File: config.mk
export PLATFORM = sky130hd
export DESIGN_NAME = ysyx_25030081_mdu
export DESIGN_NICKNAME = d
export VERILOG_FILES = /design/src/rtl/ysyx_25030081_mdu_pkg.sv /design/src/rtl/ysyx_25030081_mdu_iter.sv /design/src/rtl/ysyx_25030081_mdu.sv
export SDC_FILE = /design/constraint.sdc
export NUM_CORES = 1
export LEC_CHECK = 0
export CORE_ASPECT_RATIO = 0.6
export CORE_UTILIZATION = 42
export DETAILED_ROUTE_END_ITERATION = 6
export GPL_TIMING_DRIVEN = 0
export PLACE_DENSITY_LB_ADDON = 0.3
export SLEW_MARGIN = 25
export SYNTH_ARGS = -nofsm -noshare
export SYNTH_HDL_FRONTEND = slang
export SYNTH_SLANG_ARGS = --single-unit
File: constraint.sdc
create_clock -name clk -period 8 [get_ports clk]
set_clock_uncertainty 0.1 [all_clocks]
set_input_delay 1.6 -clock clk [delete_from_list [all_inputs] [get_ports clk]]
set_output_delay 1.6 -clock clk [all_outputs]
set_load 0.02 [all_outputs]
File: src/rtl/ysyx_25030081_mdu_pkg.sv
// Shared definitions for the M-extension multiply/divide unit:
// funct3 opcodes, handshake FSM states and opcode helpers.
package ysyx_25030081_mdu_pkg;

    localparam logic [2:0] MDU_MUL    = 3'b000;
    localparam logic [2:0] MDU_MULH   = 3'b001;
    localparam logic [2:0] MDU_MULHSU = 3'b010;
    localparam logic [2:0] MDU_MULHU  = 3'b011;
    localparam logic [2:0] MDU_DIV    = 3'b100;
    localparam logic [2:0] MDU_DIVU   = 3'b101;
    localparam logic [2:0] MDU_REM    = 3'b110;
    localparam logic [2:0] MDU_REMU   = 3'b111;

    typedef enum logic [1:0] {
        ST_IDLE = 2'd0,
        ST_BUSY = 2'd1,
        ST_DONE = 2'd2
    } mdu_state_e;

    function automatic logic is_div(input logic [2:0] op);
        return op[2];
    endfunction

endpackage

File: src/rtl/ysyx_25030081_mdu_iter.sv
// Unsigned W-bit iterative datapath: radix-2 shift-add multiply or restoring
// divide, one bit per step over a shared 2W-bit accumulator.
module ysyx_25030081_mdu_iter #(
    parameter int unsigned W  = 32,
    parameter int unsigned CW = $clog2(W) + 1
) (
    input  logic           clk,
    input  logic           rst,
    input  logic           clear_i,
    input  logic           start_i,
    input  logic           step_i,
    input  logic           div_i,
    input  logic [W-1:0]   a_i,
    input  logic [W-1:0]   b_i,
    output logic           last_o,
    output logic [2*W-1:0] res_o
);

    logic [2*W-1:0] acc_q, acc_d;
    logic [W-1:0]   b_q, b_d;
    logic           div_q, div_d;
    logic [CW-1:0]  cnt_q, cnt_d;

    logic [W:0]     add_sum;
    logic [W:0]     mul_hi;
    logic [W:0]     rem_sh;
    logic [W-1:0]   diff;
    logic           ge;
    logic [2*W-1:0] stepped;

    // Multiply: acc = {partial, multiplier}; divide: acc = {remainder, quotient}.
    always_comb begin
        add_sum = {1'b0, acc_q[2*W-1:W]} + {1'b0, b_q};
        mul_hi  = acc_q[0] ? add_sum : {1'b0, acc_q[2*W-1:W]};
        rem_sh  = acc_q[2*W-1:W-1];
        ge      = (rem_sh >= {1'b0, b_q});
        diff    = rem_sh[W-1:0] - b_q;
        if (div_q) begin
            stepped = {(ge ? diff : rem_sh[W-1:0]), acc_q[W-2:0], ge};
        end else begin
            stepped = {mul_hi, acc_q[W-1:1]};
        end
    end

    always_comb begin
        acc_d = acc_q;
        b_d   = b_q;
        div_d = div_q;
        cnt_d = cnt_q;
        if (clear_i) begin
            acc_d = '0;
            b_d   = '0;
            div_d = 1'b0;
            cnt_d = '0;
        end else if (start_i) begin
            acc_d = {{W{1'b0}}, a_i};
            b_d   = b_i;
            div_d = div_i;
            cnt_d = '0;
        end else if (step_i) begin
            acc_d = stepped;
            cnt_d = cnt_q + 1'b1;
        end
    end

    always_ff @(posedge clk) begin
        if (rst) begin
            acc_q <= '0;
            b_q   <= '0;
            div_q <= 1'b0;
            cnt_q <= '0;
        end else begin
            acc_q <= acc_d;
            b_q   <= b_d;
            div_q <= div_d;
            cnt_q <= cnt_d;
        end
    end

    assign last_o = step_i && (cnt_q == CW'(W - 1));
    assign res_o  = stepped;

endmodule

File: src/rtl/ysyx_25030081_mdu.sv
// RV32M/RV64M multi-cycle multiply/divide unit: valid/ready handshake FSM,
// operand sign handling, early-out corner cases and result sign fix-up.
module ysyx_25030081_mdu
    import ysyx_25030081_mdu_pkg::*;
#(
    parameter int unsigned DATA_WIDTH = 32,
    parameter int unsigned CNT_WIDTH  = $clog2(DATA_WIDTH) + 1
) (
    input  logic                  clk,
    input  logic                  rst,
    input  logic                  flush,
    input  logic                  in_valid,
    output logic                  in_ready,
    input  logic [2:0]            mdu_op,
    input  logic [DATA_WIDTH-1:0] op1,
    input  logic [DATA_WIDTH-1:0] op2,
    output logic                  out_valid,
    input  logic                  out_ready,
    output logic [DATA_WIDTH-1:0] mdu_out
);

    localparam int unsigned W = DATA_WIDTH;

    mdu_state_e   state_q, state_d;
    logic [2:0]   op_q, op_d;
    logic         neg_q, neg_d;
    logic [W-1:0] out_q, out_d;

    logic           s1, s2, n1, n2, neg_in;
    logic [W-1:0]   a_abs, b_abs;
    logic           div_zero, ovf, special;
    logic [W-1:0]   spec_res;
    logic           start, step, last;
    logic [2*W-1:0] res;
    logic [2*W-1:0] prod_fix;
    logic [W-1:0]   div_raw, fix_res;

    always_comb begin
        s1 = (mdu_op == MDU_MULH) || (mdu_op == MDU_MULHSU) ||
             (mdu_op == MDU_DIV)  || (mdu_op == MDU_REM);
        s2 = (mdu_op == MDU_MULH) || (mdu_op == MDU_DIV) || (mdu_op == MDU_REM);
        n1 = s1 && op1[W-1];
        n2 = s2 && op2[W-1];
        a_abs = n1 ? (~op1 + 1'b1) : op1;
        b_abs = n2 ? (~op2 + 1'b1) : op2;
        // Remainder takes the dividend's sign; everything else the XOR.
        neg_in = (is_div(mdu_op) && mdu_op[1]) ? n1 : (n1 ^ n2);

        div_zero = is_div(mdu_op) && (op2 == '0);
        ovf      = ((mdu_op == MDU_DIV) || (mdu_op == MDU_REM)) &&
                   (op1 == {1'b1, {(W-1){1'b0}}}) && (op2 == '1);
        special  = div_zero || ovf;
        if (div_zero) begin
            spec_res = mdu_op[1] ? op1 : '1;
        end else begin
            spec_res = mdu_op[1] ? '0 : op1;
        end
    end

    always_comb begin
        prod_fix = neg_q ? (~res + 1'b1) : res;
        div_raw  = op_q[1] ? res[2*W-1:W] : res[W-1:0];
        if (is_div(op_q)) begin
            fix_res = neg_q ? (~div_raw + 1'b1) : div_raw;
        end else if (op_q == MDU_MUL) begin
            fix_res = prod_fix[W-1:0];
        end else begin
            fix_res = prod_fix[2*W-1:W];
        end
    end

    assign start = (state_q == ST_IDLE) && in_valid && !flush && !special;
    assign step  = (state_q == ST_BUSY) && !flush;

    ysyx_25030081_mdu_iter #(
        .W  (W),
        .CW (CNT_WIDTH)
    ) u_iter (
        .clk     (clk),
        .rst     (rst),
        .clear_i (flush),
        .start_i (start),
        .step_i  (step),
        .div_i   (is_div(mdu_op)),
        .a_i     (a_abs),
        .b_i     (b_abs),
        .last_o  (last),
        .res_o   (res)
    );

    always_comb begin
        state_d = state_q;
        op_d    = op_q;
        neg_d   = neg_q;
        out_d   = out_q;
        if (flush) begin
            state_d = ST_IDLE;
        end else begin
            case (state_q)
                ST_IDLE: begin
                    if (in_valid) begin
                        op_d  = mdu_op;
                        neg_d = neg_in;
                        if (special) begin
                            out_d   = spec_res;
                            state_d = ST_DONE;
                        end else begin
                            state_d = ST_BUSY;
                        end
                    end
                end
                ST_BUSY: begin
                    if (last) begin
                        out_d   = fix_res;
                        state_d = ST_DONE;
                    end
                end
                ST_DONE: begin
                    if (out_ready) begin
                        state_d = ST_IDLE;
                    end
                end
                default: state_d = ST_IDLE;
            endcase
        end
    end

    always_ff @(posedge clk) begin
        if (rst) begin
            state_q <= ST_IDLE;
            op_q    <= '0;
            neg_q   <= 1'b0;
            out_q   <= '0;
        end else begin
            state_q <= state_d;
            op_q    <= op_d;
            neg_q   <= neg_d;
            out_q   <= out_d;
        end
    end

    assign in_ready  = (state_q == ST_IDLE);
    assign out_valid = (state_q == ST_DONE);
    assign mdu_out   = out_q;

endmodule
# Word-level counts from Yosys, hierarchy flattened
# Index checks and enable logic that the tools add are counted.
# W data, S select, Z words.
# op_classes
n_reduce_logical,30
magnitude_cmp,1
bitwise_logic,6
mux,25
n_eq_ne,13
add_sub_neg,7
# ops
cell,n
$mux W32,15
$mux W64,2
$add A32 B1 Y32 const B,3
$not A32 Y32,3
$add A64 B1 Y64 const B,1
$eq A32 B32 Y1 const B,2
$not A64 Y64,1
$pmux W32 S2,1
$add A32 B32 Y33,1
$ge A33 B32 Y1,1
$mux W33,1
$logic_not A32 Y1,1
$sub A32 B32 Y32,1
$logic_and A1 B1 Y1,11
$mux W2,4
$logic_or A1 B1 Y1,7
$add A6 B1 Y6 const B,1
$eq A3 B3 Y1 const B,2
$eq A6 B5 Y1 const B,1
$pmux W2 S3,1
$reduce_and A3 Y1,2
$reduce_and A5 Y1,1
$ne A2 B1 Y1 const B,2
$ne A2 B2 Y1 const B,2
13 further kinds,15
# word_totals
output_inout_bits,34
regBits,141
word_cells,91
input_bits,72

# Longest topological paths before layout
# Gate-level depths: netlist of run 1.
# depth
depth_word,10
depth_mapped,22
ltp_nobuf,19

# Hierarchy
# A second synthesis of run 1 with hierarchy kept.
# hier_totals
hier_cells,2284
hier_area_um2,16547.1
# by_module_without_submodules
module,seq_area_each_um2,area_per_inst_um2,instances,cells_per_inst
ysyx_25030081_mdu_iter,2062.0,9038.7,1,1166
ysyx_25030081_mdu,760.7,7508.5,1,1118

# Worst setup path before layout of run 1
# Ideal clock, no wire load.
# synth_timing
kind,flip-flop to flip-flop
startpoint,reg u_iter.b_q[24]
endpoint,"reg out_q[30], in the netlist mdu_out[30]"
required_ns,7.770
n_path_buf,3
setup_ns,0.130
setup_slack_ns,3.082
arrival_time_ns,4.688
synth_period_minus_slack_ns,4.918
stages_incl_launch_ff,22
path_cell_list,dfxtp_1 > inv_1 > ha_1 > buf_2 > a21oi_2 > o21ai_2 > a221oi_2 > nand3_1 > buf_2 > buf_6 > o31ai_2 > ha_1 > nand4b_2 > nor4_4 > or3b_1 > nand2_1 > nor4b_4 > nand3_2 > o31ai_1 > xnor2_1 > a2111oi_0 > o22ai_1
# synth_between
elab_chain_len,10
elab_cells_between_ends,17
cone_classes,add/sub (4); order compare (1); mux (10); bitwise (2)
# synth_rtl
element,line_no,source
from (decl),ysyx_25030081_mdu_iter.sv:20,"logic [W-1:0] b_q, b_d;"
from (signal assigned),ysyx_25030081_mdu_iter.sv:69,b_q <= '0;
from (signal assigned),ysyx_25030081_mdu_iter.sv:74,b_q <= b_d;
$add A32 B32 Y33 (tied with other cells),ysyx_25030081_mdu_iter.sv:33,"add_sum = {1'b0, acc_q[2*W-1:W]} + {1'b0, b_q};"
$mux W33 / $mux W32 (equally long branches),"ysyx_25030081_mdu_iter.sv:34, ysyx_25030081_mdu_iter.sv:39",
$mux W64 (*),ysyx_25030081_mdu_iter.sv:38,if (div_q) begin
$not A64 Y64 / $mux W32 (equally long branches),"ysyx_25030081_mdu.sv:61, ysyx_25030081_mdu.sv:62",
$add A64 B1 Y64 / $not A32 Y32 (equally long branches),"ysyx_25030081_mdu.sv:61, ysyx_25030081_mdu.sv:64",
$mux W64 / $add A32 B1 Y32 (equally long branches),"ysyx_25030081_mdu.sv:61, ysyx_25030081_mdu.sv:64",
$mux W32 (on tied branches),"ysyx_25030081_mdu.sv:65, ysyx_25030081_mdu.sv:64",
$mux W32 (*),ysyx_25030081_mdu.sv:63,if (is_div(op_q)) begin
$mux W32 (*),ysyx_25030081_mdu.sv:113,if (last) begin
$pmux W32 S2 (*),ysyx_25030081_mdu.sv:99,case (state_q)
to (signal assigned),ysyx_25030081_mdu.sv:138,out_q <= out_d;
to (decl),ysyx_25030081_mdu.sv:27,"logic [W-1:0] out_q, out_d;"
# Mark *: on every way between the ends. The rest lies on a longest branch, timed or not. The select of a mux whose other input is x is not followed.
# A chain may end at the register's enable or synchronous reset.

# Final worst setup path of run 1
# layout_timing
startpoint,reg u_iter.b_q[31]
endpoint,"reg out_q[30], in the netlist mdu_out[30]"
# layout_between
elab_chain_len,10
elab_cells_between_ends,16
cone_classes,add/sub (3); order compare (1); mux (10); bitwise (2)
# layout_rtl
element,line_no
$add A32 B32 Y33 / $ge A33 B32 Y1 (equally long branches),"ysyx_25030081_mdu_iter.sv:33, ysyx_25030081_mdu_iter.sv:36"
$mux W33 / $mux W32 (equally long branches),"ysyx_25030081_mdu_iter.sv:34, ysyx_25030081_mdu_iter.sv:39"
$mux W64 (*),ysyx_25030081_mdu_iter.sv:38
$not A64 Y64 / $mux W32 (equally long branches),"ysyx_25030081_mdu.sv:61, ysyx_25030081_mdu.sv:62"
$add A64 B1 Y64 / $not A32 Y32 (equally long branches),"ysyx_25030081_mdu.sv:61, ysyx_25030081_mdu.sv:64"
$mux W64 / $add A32 B1 Y32 (equally long branches),"ysyx_25030081_mdu.sv:61, ysyx_25030081_mdu.sv:64"
$mux W32 (on tied branches),"ysyx_25030081_mdu.sv:65, ysyx_25030081_mdu.sv:64"
$mux W32 (*),ysyx_25030081_mdu.sv:63
$mux W32 (*),ysyx_25030081_mdu.sv:113
$pmux W32 S2 (*),ysyx_25030081_mdu.sv:99
# Marks and branches as above.

==> key figures, run 1 <==
Outcome
  – Outcome: completed

Cells and area
  – Post-route cell area: 19150 um^2
  – Area grow syn2layout: 14.02%
  – ANT cells: 0
  – Share of post-route cells with drive strength above 1: 6.709%
  – Layout net count: 2666
  – Filler cells: 4032

Pwr
  – Tot Pwr: 0.002681 W
  – Peak VDD IR: 123.8 uV
  – Clock power frac: 32.3%
  – Leak pwr: 6.996 nW
  – Comb pwr share: 40.3%
  – Sw frac: 43.53%
  – Int Power: 0.001514 W
  – P_sw: 0.001167 W
  – PwrDens: 140.0 nW/um^2
  – Sequential share of power: 27.4%

Clock tree
  – Clock-pin transition on the worst setup and hold timing paths: 70 ps
  – CTS Hold Bufs: 0
  – Later-pin clock latency in the skew report: 480 ps
  – Clock Sink Count: 141
  – Cts bufs inserted: 17
  – Root Driver: clkbuf_16
  – Maximum clock insertion buffer count: 2
  – TritonCTS clock tree: built
  – H-Tree Depth: 4

STA
  – Period utilization: 99.19%
  – Post-route minimum period: 7935 ps
  – Unrepaired setup endpoints after global routing: false
  – Total negative slack: 0 ps
  – Max Fclk: 126.0 MHz
  – Final setup violation count: 0
  – Slew Limit Fails: 0
  – Worst slew pin tran: 1174 ps
  – Slew Limit Headroom: 19.53%
  – Endpoints failing hold: 0

Setup path
  – Crit-path max FO: 10
  – Critical path, cell by cell: inv_1 > ha_1 > nand3_1 > nor2_1 > a221oi_4 > nand3_1 > buf_2 > buf_6 > o31ai_2 > ha_1 > nand4b_2 > nor4_4 > or3b_1 > nand2_1 > nor4b_4 > nand3_2 > o31ai_1 > xnor2_1 > a2111oi_0 > o22ai_1
  – CP endpoint kind: flip-flop
  – Slowest CP cell: dfxtp_1
  – CP max stage delay: 660 ps
  – Arr. time, crit path: 8180 ps
  – Critical Path RT: 8250 ps
  – Kind of start point of the critical path: flip-flop
  – Setup CP Type: reg2reg

Yosys
  – Yosys cell types: 102
  – Ys flop type: dfxtp_1
  – Cell area after synthesis: 16790 um^2
  – Yosys Warn Count: 0
  – Mapped Cells: 2398
  – Sequential area share after synthesis: 16.81%
  – Count leader, synth: nor2_1
  – Share of async-settable or async-resettable flops after synthesis: 0%
  – Post-synthesis register bit count: 141
  – Mean area per synthesized cell: 7.003 um^2
  – Cell taking the most area after synthesis: dfxtp_1
  – Commonest cells post-synth: nor2_1, nand2_1, a21oi_1, o21ai_0, dfxtp_1
  – Top-area cell type share of the netlist area: 16.81%
  – Post-synth EDFFs: 0
  – Net Count, Synth: 2542
  – Synth area leaders: dfxtp_1, a21oi_1, nor2_1

Route
  – Total Wirelength: 93.08 mm
  – Antenna viol nets, final: 0
  – Vias/cell: 6.925
  – DRT iter0 DRCs: 3673
  – DRC viols: 0
  – Vias: 21.16k
  – Drt wl/cell: 30.46 um
  – Drt pass-1 iters: 7

Global route
  – Number of global-route vias before repair: 18.79k
  – Largest net degree at the start of global routing: 17
  – Remaining Overflow, GRT: 0
  – First-pass GRT wire length: 130.6 mm
  – GRT Util Overall: 44.63%
  – Initial antenna violation count: 3

Place
  – IO buf count: 104
  – DP HPWL: 76.60 mm
  – GP Congestion: 1.137
  – Placed cell areas: 18520 um^2

Die
  – Row Count: 56
  – Die Span Y: 156.9 um
  – Die width: 260.1 um
  – Starting Density: 42.80%
  – Core Area: 39240 um^2
  – I/O pin total: 106
  – Total die area: 40810 um^2

Flow run
  – Max Cap Violations: 0

Hold path
  – Hold/Removal Path Class: reg2reg
[area by class of cell]
type | instances | area [um^2] | area share [%]
flip-flops and latches | 141 | 2823 | 14.74
plain buffers | 159 | 705.7 | 3.686
well taps | 522 | 653.1 | 3.411
clock buffers | 18 | 439.2 | 2.294
repair buffers | 105 | 1046 | 5.463
inverters | 72 | 270.3 | 1.411
clock inverters | 13 | 155.1 | 0.8103
multi-input cells | 2026 | 13060 | 68.18
[path summary, 6_finish.rpt]
path	from	to	slack (ps)	cells after the start
worst max-delay path	u_iter.b_q[31]	mdu_out[30]	60	20
worst min-delay path	mdu_out[29]	mdu_out[29]	360	2
worst max register to register	u_iter.b_q[31]	mdu_out[30]	60	20
worst min register to register	mdu_out[29]	mdu_out[29]	360	2
[layer usage]
metal	track usage, %	routed length, um
met1	65.82	41250
met2	54.55	32510
met3	22.82	16940
met4	9.412	1936
met5	5.072	431
[critical path, delay by kind of cell (launching register included)]
family	cells	cell delay, ps
AOI/OAI and AO/OA	5	1920
DFF	1	660
buffers and inverters	3	590
xor gates and xnor gates	1	190
and+or+nand+nor	9	3420
adders and majority gates	2	920
[state kept, by name, indices dropped and copies added (netlist names)]
signal	flops
u_iter.acc_q	64
neg_q	1
u_iter.div_q	1
u_iter.cnt_q	6
u_iter.b_q	32
op_q	3
state_q	2
mdu_out	32
[power by group through the flow]
stage | logic, W | registers, W | clock network, W
after global routing | 0.00110 | 0.000735 | 0.000887
final | 0.00108 | 0.000734 | 0.000866
after CTS | 0.00101 | 0.000733 | 0.000856
after floorplan | 0.000605 | 0.000745 | 0
after global placement | 0.000999 | 0.000748 | 0
after detailed placement | 0.00100 | 0.000749 | 0
[cells by family after synthesis]
kind of cell	after synthesis	synth area share, %
AND/OR/NAND/NOR	912	26.20
adder cells (fa/ha/maj)	99	7.064
AO/OA/AOI/OAI	788	31.42
buffers and inverters	231	5.812
XOR/XNOR	148	7.719
multiplexers	79	4.977
flip-flops	141	16.81
[metrics by stage]
stage	setup slack [ps]	cells	util, %	hold slack, ps
3_5_place_dp	562.4	3025	47.20	355.0
2_1_floorplan	3082	2398	-	344.3
4_1_cts	562.1	3056	48.71	367.4
5_1_grt	18.00	3056	48.80	389.2
6_report	64.61	3056	48.80	364.2
3_3_place_gp	358.5	3024	47.11	340.2
[cells in the final DEF (no fill, tap or decap), types with 18 or more instances in the layout]
| master | instances |
|---|---|
| a21oi_1 | 218 |
| nand3_1 | 68 |
| and3_1 | 20 |
| mux2_2 | 26 |
| nor4_1 | 21 |
| nand2_1 | 243 |
| mux2i_1 | 47 |
| clkbuf_1 | 102 |
| o21ai_0 | 142 |
| a21o_1 | 23 |
| clkdlybuf4s50_1 | 104 |
| nor3_1 | 77 |
| inv_1 | 68 |
| xnor2_1 | 90 |
| maj3_1 | 27 |
| or3_1 | 29 |
| nor2b_1 | 22 |
| nor2_1 | 288 |
| a211oi_1 | 78 |
| xor2_1 | 58 |
| dfxtp_1 | 141 |
| a31oi_1 | 35 |
| nand4_1 | 37 |
| ha_1 | 70 |
| o31ai_1 | 25 |
| o211ai_1 | 37 |
| a221oi_1 | 18 |
| nand2b_1 | 20 |
| buf_2 | 28 |
[timing repair]
action | 4_1_cts | 5_1_grt
hold endpoints to repair | 0 | 0
setup buffers | 0 | 0
endpoints found under the setup margin | 0 | 2
gates resized for setup | 0 | 1
Note: power is estimated with default switching activity, not from simulation.
==> inputs of run 2 (changes only) <==
- ABC_CLOCK_PERIOD_IN_PS: unset -> 8000
- SYNTH_HIERARCHICAL: unset -> 1
==> run 2 against run 1 <==
  * The flow now finishes with violations (design-rule violations)
  * Sequential share of layout area increased by 0.17 points
  * Critical path depth increased by 2
  * Sequential power decreased by 1%
  * Total power decreased by 3.4%
  * Utilization increased by 0.69 points
  * First-iteration DRC count decreased by 21%
  * Clock-buffer cell count decreased by 1
  * Critical path type unchanged
  * Critical endpoint is now mdu_out[31]
  * Highest routed layer unchanged
==> key figures, run 2 <==
Outcome
  – Outcome: finished, violations left
  – Failing checks: design-rule violations

Yosys
  – Synth area leaders: dfxtp_1, mux2i_1, a21oi_1
  – Share of async-settable or async-resettable flops after synthesis: 0%
  – Count leader, synth: nor2_1
  – Cell taking the most area after synthesis: dfxtp_1
  – Yosys cell types: 91
  – Ys flop type: dfxtp_1
  – Mapped Cells: 2284
  – Yosys Warn Count: 6
  – Cell area after synthesis: 16550 um^2
  – Post-synthesis register bit count: 141
  – Mean area per synthesized cell: 7.245 um^2
  – Post-synth EDFFs: 0
  – Top-area cell type share of the netlist area: 17.06%
  – Sequential area share after synthesis: 17.06%
  – Net Count, Synth: 2428
  – Commonest cells post-synth: nor2_1, nand2_1, a21oi_1, mux2i_1, o21ai_0

Cells and area
  – Layout net count: 2556
  – Register name with the most flops: u_iter/acc_q
  – Largest register FFs: 64
  – Filler cells: 3922
  – Area grow syn2layout: 14.43%
  – Area of the multi-input gates: 12870 um^2
  – Share of post-route cells with drive strength above 1: 6.062%
  – Leading cell type in the layout, fill and taps excluded: nor2_1
  – Post-route cell area: 18930 um^2
  – FF+latch area: 2824 um^2
  – Most frequent cells in the layout: nor2_1, nand2_1, a21oi_1
  – Final Util: 49.49%

Global route
  – Number of global-route vias before repair: 17.85k
  – Initial antenna violation count: 2
  – Largest net degree at the start of global routing: 19
  – First-pass GRT wire length: 121.9 mm
  – Grt met1 use: 62.31%
  – Busiest grt layer: met1
  – GRT Util Overall: 41.60%
  – Remaining Overflow, GRT: 0
  – Met2 usage: 50.37%
  – Met3 track demand over resource: 20.87%

Pwr
  – Comb pwr share: 39.3%
  – P_sw: 0.001126 W
  – Sw frac: 43.48%
  – Leak pwr: 7.239 nW
  – PwrDens: 136.8 nW/um^2
  – Int Power: 0.001464 W
  – Sequential share of power: 28.0%
  – Clock power frac: 32.7%
  – Peak VDD IR: 162.1 uV

Route
  – Antenna viol nets, final: 0
  – DRT iter0 DRCs: 2886
  – Total Wirelength: 85.81 mm
  – Drt wl/cell: 29.20 um
  – Drt pass-1 iters: 7
  – Vias: 19.84k
  – DRC viols: 31
  – Vias/cell: 6.751

STA
  – Fin worst setup slack: 178.9 ps
  – Total negative slack: 0 ps
  – Slew Limit Headroom: 24.54%
  – Slew Limit Fails: 0
  – Endpoints failing hold: 0
  – Hold slack final: 359.5 ps
  – Final setup violation count: 0
  – Period utilization: 97.76%
  – Worst slew pin tran: 1128 ps
  – Post-route minimum period: 7821 ps
  – Max Fclk: 127.9 MHz

Die
  – Core Area: 38260 um^2
  – Row Count: 55
  – Total die area: 40220 um^2
  – Die Span Y: 155.8 um
  – Die width: 258.3 um
  – Starting Density: 43.25%
  – I/O pin total: 106

Setup path
  – Reg2reg start: u_iter/b_q[28]
  – Slowest CP cell: a222oi_1
  – Critical Path RT: 8290 ps
  – Critical path, cell by cell: inv_1 > ha_1 > clkbuf_1 > nand4_1 > nor2_4 > nand4_1 > nor4_4 > nor4_1 > o21ai_1 > clkbuf_4 > mux2i_1 > mux2i_1 > clkbuf_1 > or3b_2 > a222oi_1 > nand4bb_1 > buf_4 > o41ai_1 > xnor2_1 > a221oi_2 > a211oi_1 > nor3_1
  – Crit path from: u_iter/b_q[28]
  – Reg2reg setup slack: 180 ps
  – CP max stage delay: 840 ps
  – RR Endpoint: mdu_out[31]
  – Kind of start point of the critical path: flip-flop
  – Crit path buf inv count: 5
  – Worst reg2reg path depth: 22
  – CP endpoint kind: flip-flop
  – Setup CP Type: reg2reg
  – CP delay by family, top: simple AND/OR/NAND/NOR gates
  – Crit-path max FO: 10
  – Arr. time, crit path: 8110 ps

Place
  – GP Congestion: 1.061
  – Placed cell areas: 18280 um^2
  – DP HPWL: 69.79 mm
  – IO buf count: 104
  – Placement Setup Slack: -356.9 ps

Clock tree
  – Cts bufs inserted: 17
  – Clock-pin transition on the worst setup and hold timing paths: 70 ps
  – Clock Sink Count: 141
  – TritonCTS clock tree: built
  – Root Driver: clkbuf_16
  – Later-pin clock latency in the skew report: 470 ps
  – H-Tree Depth: 4
  – Maximum clock insertion buffer count: 2

Hold path
  – Hold depth: 2
  – Hold path start: mdu_out[13]
  – Hold Path Sink: mdu_out[13]
  – Hold/Removal Path Class: reg2reg

Flow run
  – Max Cap Violations: 0
[run 2: cell count changes after synthesis, sizes merged, moves of 28 or more]
cell    change
a211oi     -47
a21oi      -44
clkbuf     +28
mux2i      +93
nand2      -53
nor2       -81
nor2b      +30
[run 2: how the worst max path moves through the flow]
stage	cells past startpoint	end	slack [ps]
global route	22	mdu_out[27]	-20
floorplan	21	mdu_out[31]	3080
finish	22	mdu_out[31]	180
global placement	21	mdu_out[31]	-590
CTS	21	mdu_out[31]	10
detailed placement	21	mdu_out[31]	-360
[run 2: kinds of logic (layout without fill, tap and decap cells)]
group,after synthesis,in the layout,share of synthesized area [%]
DFF,141,141,17.06
buffers and inverters,226,367,5.490
AOI/OAI and AO/OA,631,631,24.55
other,0,1,0
adders and majority gates,97,97,7.047
muxes,188,188,11.69
xor gates and xnor gates,153,153,8.098
and+or+nand+nor,848,848,26.06
[run 2: power groups by stage]
stage / sequential, W / combinational, W / clock, W
3_5_place_dp: 0.000741 / 0.000946 / 0
4_1_cts: 0.000725 / 0.000952 / 0.000847
3_3_place_gp: 0.000741 / 0.000947 / 0
5_1_grt: 0.000727 / 0.00104 / 0.000880
6_report: 0.000726 / 0.00102 / 0.000846
2_1_floorplan: 0.000733 / 0.000580 / 0
[run 2: tightest hold or removal path, stage by stage, from the launching register on]
cell and delay [ps]:
dfxtp_1 310, nand2_1 50, a21oi_1 50
[run 2: routing by layer]
layer,vias to the layer above,wire length [um]
li1,8688,-
met4,2,1732
met1,9632,39390
met5,-,117
met2,1384,29650
met3,134,14920
[run 2: layout make-up]
type / instances / share of cell area (%)
Antenna cell: 1 / 0.01322
Buffer: 165 / 3.601
Clock buffer: 17 / 2.247
Clock inverter: 15 / 0.9714
Inverter: 61 / 1.209
Multi-Input combinational cell: 1917 / 67.98
Sequential cell: 141 / 14.91
Tap cell: 513 / 3.390
Timing Repair Buffer: 109 / 5.670
[run 2: what timing repair did]
action                                  4_1_cts  5_1_grt
endpoints found under the hold margin         0        0
pin swaps                                     2        2
endpoints found under the setup margin        2        7
resized for setup                             2        4
hold buffers                                  0        0
buffers inserted                              0        1
[run 2: through the flow]
step / power [W] / std cells
2_1_floorplan: 0.001314 / 2284
3_5_place_dp: 0.001688 / 2904
3_3_place_gp: 0.001688 / 2901
4_1_cts: 0.002524 / 2936
5_1_grt: 0.002652 / 2938
6_report: 0.002590 / 2939
